==> src/rtl/reg_seq.sv <==
// Register-file access sequencer: one operation at a time, READ -> EXEC -> WRITE -> DONE.
// Optional macro REG_SEQ_R0_ZERO_EN makes register 0 read-only (en[0] never asserted).
module reg_seq #(
    parameter int unsigned NREG = 8,
    parameter int unsigned AW   = 3,
    parameter int unsigned TMO  = 15
) (
    input  logic            clk,
    input  logic            rst,
    input  logic            req_valid,
    output logic            req_ready,
    input  logic [AW-1:0]   ra,
    input  logic [AW-1:0]   rb,
    input  logic [AW-1:0]   rd,
    input  logic            wb,
    input  logic            alu_done,
    output logic [NREG-1:0] en,
    output logic [NREG-1:0] selA,
    output logic [NREG-1:0] selB,
    output logic            busy,
    output logic            done,
    output logic            err
);

    localparam int unsigned CW = 8;

    typedef enum logic [2:0] {
        IDLE  = 3'd0,
        READ  = 3'd1,
        EXEC  = 3'd2,
        WRITE = 3'd3,
        DONE  = 3'd4
    } state_t;

    state_t          state_q, state_d;
    logic [AW-1:0]   ra_q, rb_q, rd_q;
    logic            wb_q;
    logic            tmo_q, tmo_d;
    logic [CW-1:0]   cnt_q, cnt_d;
    logic            accept;

    // Address to one-hot; out-of-range addresses decode to all zeros.
    function automatic logic [NREG-1:0] dec(input logic [AW-1:0] idx);
        logic [NREG-1:0] v;
        v = '0;
        for (int unsigned i = 0; i < NREG; i++) begin
            v[i] = (32'(idx) == i);
        end
        return v;
    endfunction

    assign accept = (state_q == IDLE) && req_valid && !rst;

    // State, timeout counter and latched request fields.
    always_ff @(posedge clk) begin
        if (rst) begin
            state_q <= IDLE;
            cnt_q   <= '0;
            tmo_q   <= 1'b0;
            ra_q    <= '0;
            rb_q    <= '0;
            rd_q    <= '0;
            wb_q    <= 1'b0;
        end else begin
            state_q <= state_d;
            cnt_q   <= cnt_d;
            tmo_q   <= tmo_d;
            if (accept) begin
                ra_q <= ra;
                rb_q <= rb;
                rd_q <= rd;
                wb_q <= wb;
            end
        end
    end

    // Next state and output decode from registered state and latched fields.
    always_comb begin
        state_d   = state_q;
        cnt_d     = cnt_q;
        tmo_d     = tmo_q;
        req_ready = 1'b0;
        busy      = 1'b1;
        done      = 1'b0;
        err       = 1'b0;
        en        = '0;
        selA      = '0;
        selB      = '0;
        case (state_q)
            IDLE: begin
                req_ready = !rst;
                busy      = 1'b0;
                tmo_d     = 1'b0;
                if (accept) state_d = READ;
            end
            READ: begin
                selA    = dec(ra_q);
                selB    = dec(rb_q);
                cnt_d   = '0;
                state_d = EXEC;
            end
            EXEC: begin
                selA  = dec(ra_q);
                selB  = dec(rb_q);
                cnt_d = cnt_q + CW'(1);
                if (alu_done) begin
                    state_d = WRITE;
                end else if (cnt_q == CW'(TMO - 1)) begin
                    state_d = DONE;
                    tmo_d   = 1'b1;
                end
            end
            WRITE: begin
                selA = dec(ra_q);
                selB = dec(rb_q);
                if (wb_q) en = dec(rd_q);
`ifdef REG_SEQ_R0_ZERO_EN
                en[0] = 1'b0;
`endif
                state_d = DONE;
            end
            DONE: begin
                done    = 1'b1;
                err     = tmo_q;
                state_d = IDLE;
            end
            default: state_d = IDLE;
        endcase
    end

endmodule

==> config.mk <==
export PLATFORM = sky130hd
export DESIGN_NAME = reg_seq
export DESIGN_NICKNAME = d
export VERILOG_FILES = /design/src/rtl/reg_seq.sv
export SDC_FILE = /design/constraint.sdc
export NUM_CORES = 1
export LEC_CHECK = 0
export BUFFER_PORTS_ARGS = -buffer_cell sky130_fd_sc_hd__clkbuf_2
export CORE_MARGIN = 4
export CORE_UTILIZATION = 49
export CTS_CLUSTER_SIZE = 24
export DETAILED_ROUTE_END_ITERATION = 10
export PLACE_DENSITY = 0.78
export SLEW_MARGIN = 0
export SYNTH_ARGS = -nofsm -noshare
export SYNTH_HDL_FRONTEND = slang
export SYNTH_SLANG_ARGS = --single-unit
==> constraint.sdc <==
create_clock -name clk -period 1.9 [get_ports clk]
set_input_delay 0.19 -clock clk [delete_from_list [all_inputs] [get_ports clk]]
set_output_delay 0.19 -clock clk [all_outputs]
set_load 0.01 [all_outputs]
* After elaboration in Yosys (flattened, before gate mapping)
Index checks and enable logic that the tools add are counted.
** Word-level totals
- Flip-flop bits (word level) :: 22
- Bits in latches :: 0
- RAM bits :: 0
- Bits in read-only memories :: 0
- Input bits :: 14
- Output and inout port bits :: 28
- Logic and storage cells :: 66
- Memories :: 0
** Cells by class
- Add/sub/neg operators :: 1
- $mul :: 0
- Divide/modulo/power cells :: 0
- Magnitude comparators :: 0
- Equal/unequal tests :: 30
- Shift-type cells :: 0
- Multiplexer cells :: 16
- Bitwise gates (word level) :: 0
- Reductions and logical operators :: 12
** Operator list (count)
- 3-bit == test (second input constant) :: 13
- 8-bit two-way mux :: 4
- 3-bit by 2-bit == test with 1-bit output (second input constant) :: 8
- 8-bit case mux with 2 select lines :: 1
- 3-bit by 1-bit == test with 1-bit output (second input constant) :: 4
- 3-bit logical NOT :: 4
- 3-bit case mux with 4 select lines :: 1
- 3-bit two-way mux :: 3
- 8-bit by 1-bit adder with 8-bit output (second input constant) :: 1
- 8-bit by 4-bit == test with 1-bit output (second input constant) :: 1
- 1-bit two-way mux :: 6
- 2-bit != test (second input constant) :: 3
- 2-bit nonzero test :: 2
- 3-bit != test (second input constant) :: 1
- 3-bit AND reduction :: 1
- 3-bit OR reduction :: 1
- 1-bit logical AND :: 2
- 1-bit case mux with 2 select lines :: 1
- 2-bit AND reduction :: 1
- 1-bit logical NOT :: 1

* Logic depth before layout (Yosys ltp)
- Depth in word-level cells :: 5
- Mapped depth :: 5
- Gate-level depth less buffers :: 5

* Least setup slack after synthesis
No wires, ideal clock.
- Path kind :: reg2reg
- From :: register state_q[1]
- To :: register ra_q[1]
- Library setup time :: 0.121 ns
- Arrival time :: 1.354 ns
- Data required time :: 1.779 ns
- Setup slack :: 0.425 ns
- Stages on the path, launching flop included :: 5
- Period minus slack after synthesis :: 1.475 ns
- Path through :: dfxtp_1 > clkbuf_1 > nor2_1 > nand3_1 > mux2_2
** Between the ends
- Word-level cells in the longest chain between the ends :: 3
** Ends and longest elaborated chain
- from (decl) :: line 35 : state_t state_q, state_d;
- from (signal assigned) :: line 65 : state_q <= state_d;
- 3-bit logical NOT :: line 52 : assign accept = (state_q == IDLE) && req_valid && !rst;
- 1-bit logical AND (2 in a row) :: line 52
- to (signal assigned) :: line 69 : ra_q <= ra;
- to (decl) :: line 36 : logic [AW-1:0] ra_q, rb_q, rd_q;
No other way between the ends.
A chain may end at the register's enable or synchronous reset.

* Worst setup path after layout
- From :: register state_q[1]
- To :: output selA[0]
** Between the ends
- Word-level cells in the longest chain between the ends :: 3
- Elaborated cells on any way between the ends :: 5
- Classes of those cells :: eq/ne: 3; mux: 1; reduce/logical: 1
** Ends and longest elaborated chain
- 3-bit by 2-bit == test with 1-bit output / 3-bit by 1-bit == test with 1-bit output (equally long branches) :: line 89 : case (state_q)
- 3-bit OR reduction (no line) (*)
- 8-bit two-way mux (*)
- to (decl) :: line 18 : output logic [NREG-1:0] selA,
Every way passes the cells marked *; elsewhere a longest branch is shown, timed or not.

==> qor.yml <==
status: "finished clean"
clkLatencyLatePin_ps: 300
dieHeight_microns: 58.0
htreeDepth: 1
synth_xor_area_share_pct: 0
multi_input_area_sq_um: 753
finalSetupViolCount: 0
cts_hold_buffers: 0
finalCritPeriodShare_pct: 90.9
grt_overflow_total: 0
crit_fanout: 7
drtIter0Drc: 19
tns_ps: 0
peakVddDrop_uv: 401
post_drt_via_cell_ratio: 5.47
antenna_found_initial: 0
grt_max_degree: 24
dp_cells: 213
place.gp.congestion: 0.772
yosys.area_share.simple_pct: 39.2
dp_slack_ps: 278
fillers: 189
min_period_ps: 1730
vias: 1186
drv_slew: 0
powerDensity_nw_per_um2: 642
routed_wl_mm: 2.74
relSlewSlack_pct: 66.5
drive_gt1_share_pct: 31.7
syn_nets: 165
core_area_sq_um: 2300
cts.path.max_buffers: 2
ys_warn_count: 0
dieArea_sq_um: 3370
placementRows: 17
crit_required_ps: 1710
critPathKind: "reg -> out"
ys_ff_latch: 22
syn_area_sq_um: 1230
ys_seq_area_share_pct: 35.9
finalHoldViolCount: 0
fin_util_pct: 64.9
worst_pin_slew_ps: 500
cts-buffers-inserted: 3
arrival_ps: 1540
ff2ff_path_depth: 3
ant_nets: 0
hold_class: "in -> reg"
synth_top_family_by_area: "simple AND/OR/NAND/NOR gates"
io_buffers: 41
first_pass_iters: 7
synth-compound-area-share_pct: 9.29
stdcell_count: 217
maxCapViolations: 0
p_leak_nw: 0.624
final_nets: 206
antenna_cells: 0
drc_errors: 0
io-pin-count: 42
skew_ps: 4.15
cts_tree: "done"
grt_pass1_vias: 1154
muxShareOfSynthArea_pct: 10.9
rsz0062_at_grt: "false"
clk_pin_slew_ps: 120
hold_path_depth: 2
synth_cell_types: 36
ff_latch_area_sq_um: 442
die_w_microns: 58.0
finalWorstSetupSlack_ps: 173
worst_setup_path_start_kind: "flip-flop"
synthesis.instances: 149
grt_pass1_wl_mm: 4.74
grt_usage_pct: 17.5
wl_per_cell_microns: 12.6
cp-end-kind: "output port"
synthAdderAreaFrac_pct: 2.04
initial_utilization_pct: 53.4
dp_hpwl_mm: 2.14
syn2layout_area_growth_pct: 21.5
post_cts_buffers: 0
cts.sinks: 22
p_total_mw: 0.956
fmax_mhz: 579
avgSynthCellArea_sq_um: 8.23
cts-root-buf: "clkbuf_4"
## layout make-up
| type | count | share of cell area (%) |
|---|---|---|
| Multi-Input combinational cell | 119 | 50.5 |
| Sequential cell | 22 | 29.6 |
| Inverter | 1 | 0.252 |
| Clock buffer | 4 | 2.43 |
| Timing Repair Buffer | 43 | 14.8 |
| Tap cell | 28 | 2.35 |
## report_power, final
group / switching (mW) / leakage (nW) / internal, mW
Combinational: 0.0957 / 0.424 / 0.0863
Clock: 0.137 / 0.0210 / 0.117
Sequential: 0.0330 / 0.180 / 0.488
Total: 0.266 / 0.624 / 0.691
## kinds of logic (layout without fill, tap and decap cells)
family / Yosys count / in the layout
compound gates: 16 / 16
fa+ha+maj: 2 / 2
buf+inv: 8 / 48
flops: 22 / 22
mux: 12 / 12
simple gates: 89 / 89
## critical path, stage by stage, from the launching register on
cell and delay [ps]:
dfxtp_1 440, buf_4 190, o21ba_2 170, nand2b_1 120
nor3_1 160, clkbuf_2 160
## cell usage after synthesis (all sizes together)
master   count  area (sq um)
a21oi        6          30.0
a311oi       2          17.5
a31o         1          8.76
a31oi        1          6.26
a32oi        1          8.76
a41oi        1          8.76
and2         1          6.26
and3         1          6.26
and3b        1          8.76
buf          2          10.0
clkbuf       5          18.8
dfxtp       22           440
ha           2          25.0
inv          1          3.75
mux2        11           124
mux2i        1          10.0
nand2       13          48.8
nand2b      10          62.6
nand3        7          35.0
nand4        1          6.26
nand4b       1          8.76
nand4bb      1          11.3
nor2        24          90.1
nor2b       11          68.8
nor3         6          30.0
nor3b        1          12.5
nor4         2          12.5
nor4b        2          17.5
nor4bb       1          10.0
o211ai       2          15.0
o21ba        1          10.0
o311ai       1          8.76
or3          2          12.5
or3b         2          17.5
or4          2          15.0
## stage by stage
stage / hold slack [ps] / instance area (sq um)
floorplan: 315 / 1230
global placement: 399 / 1450
detailed placement: 402 / 1450
CTS: 67.9 / 1490
global route: 55.1 / 1490
finish: 82.6 / 1490
## placed cells by master, fill, tap and decap left out, types with 3 or more instances in the layout
master / count
nand2b_1: 10
clkbuf_2: 41
mux2_2: 10
nand2_1: 13
a21oi_1: 6
nor3_1: 6
dfxtp_1: 21
nor2b_1: 11
nor2_1: 24
nand3_1: 7
clkbuf_4: 3
## state kept, by name (all words and copies together), names as in the netlist
| register | flops |
|---|---|
| cnt_q | 8 |
| ra_q | 3 |
| rb_q | 3 |
| rd_q | 3 |
| state_q | 3 |
| tmo_q | 1 |
| wb_q | 1 |
## path summary, 6_finish.rpt
check,from,end,slack [ps]
max reg2reg,state_q[1],cnt_q[5],250
max,state_q[1],selA[0],170
min,ra[0],ra_q[0],80
min reg2reg,tmo_q,tmo_q,520
## metal layers
layer	share of wire, %	vias to the layer above	GRT usage [%]
met5	0	-	0
met2	45	43	28.9
met4	1.8	0	7.95
li1	-	608	-
met1	47	530	21.8
met3	6.2	5	3.79
## timing repair
item,in CTS,in global routing
hold endpoints to repair,0,0
endpoints found under the setup margin,0,2
gates resized for setup,0,1
No activity file was read; power rests on OpenSTA's default activity.
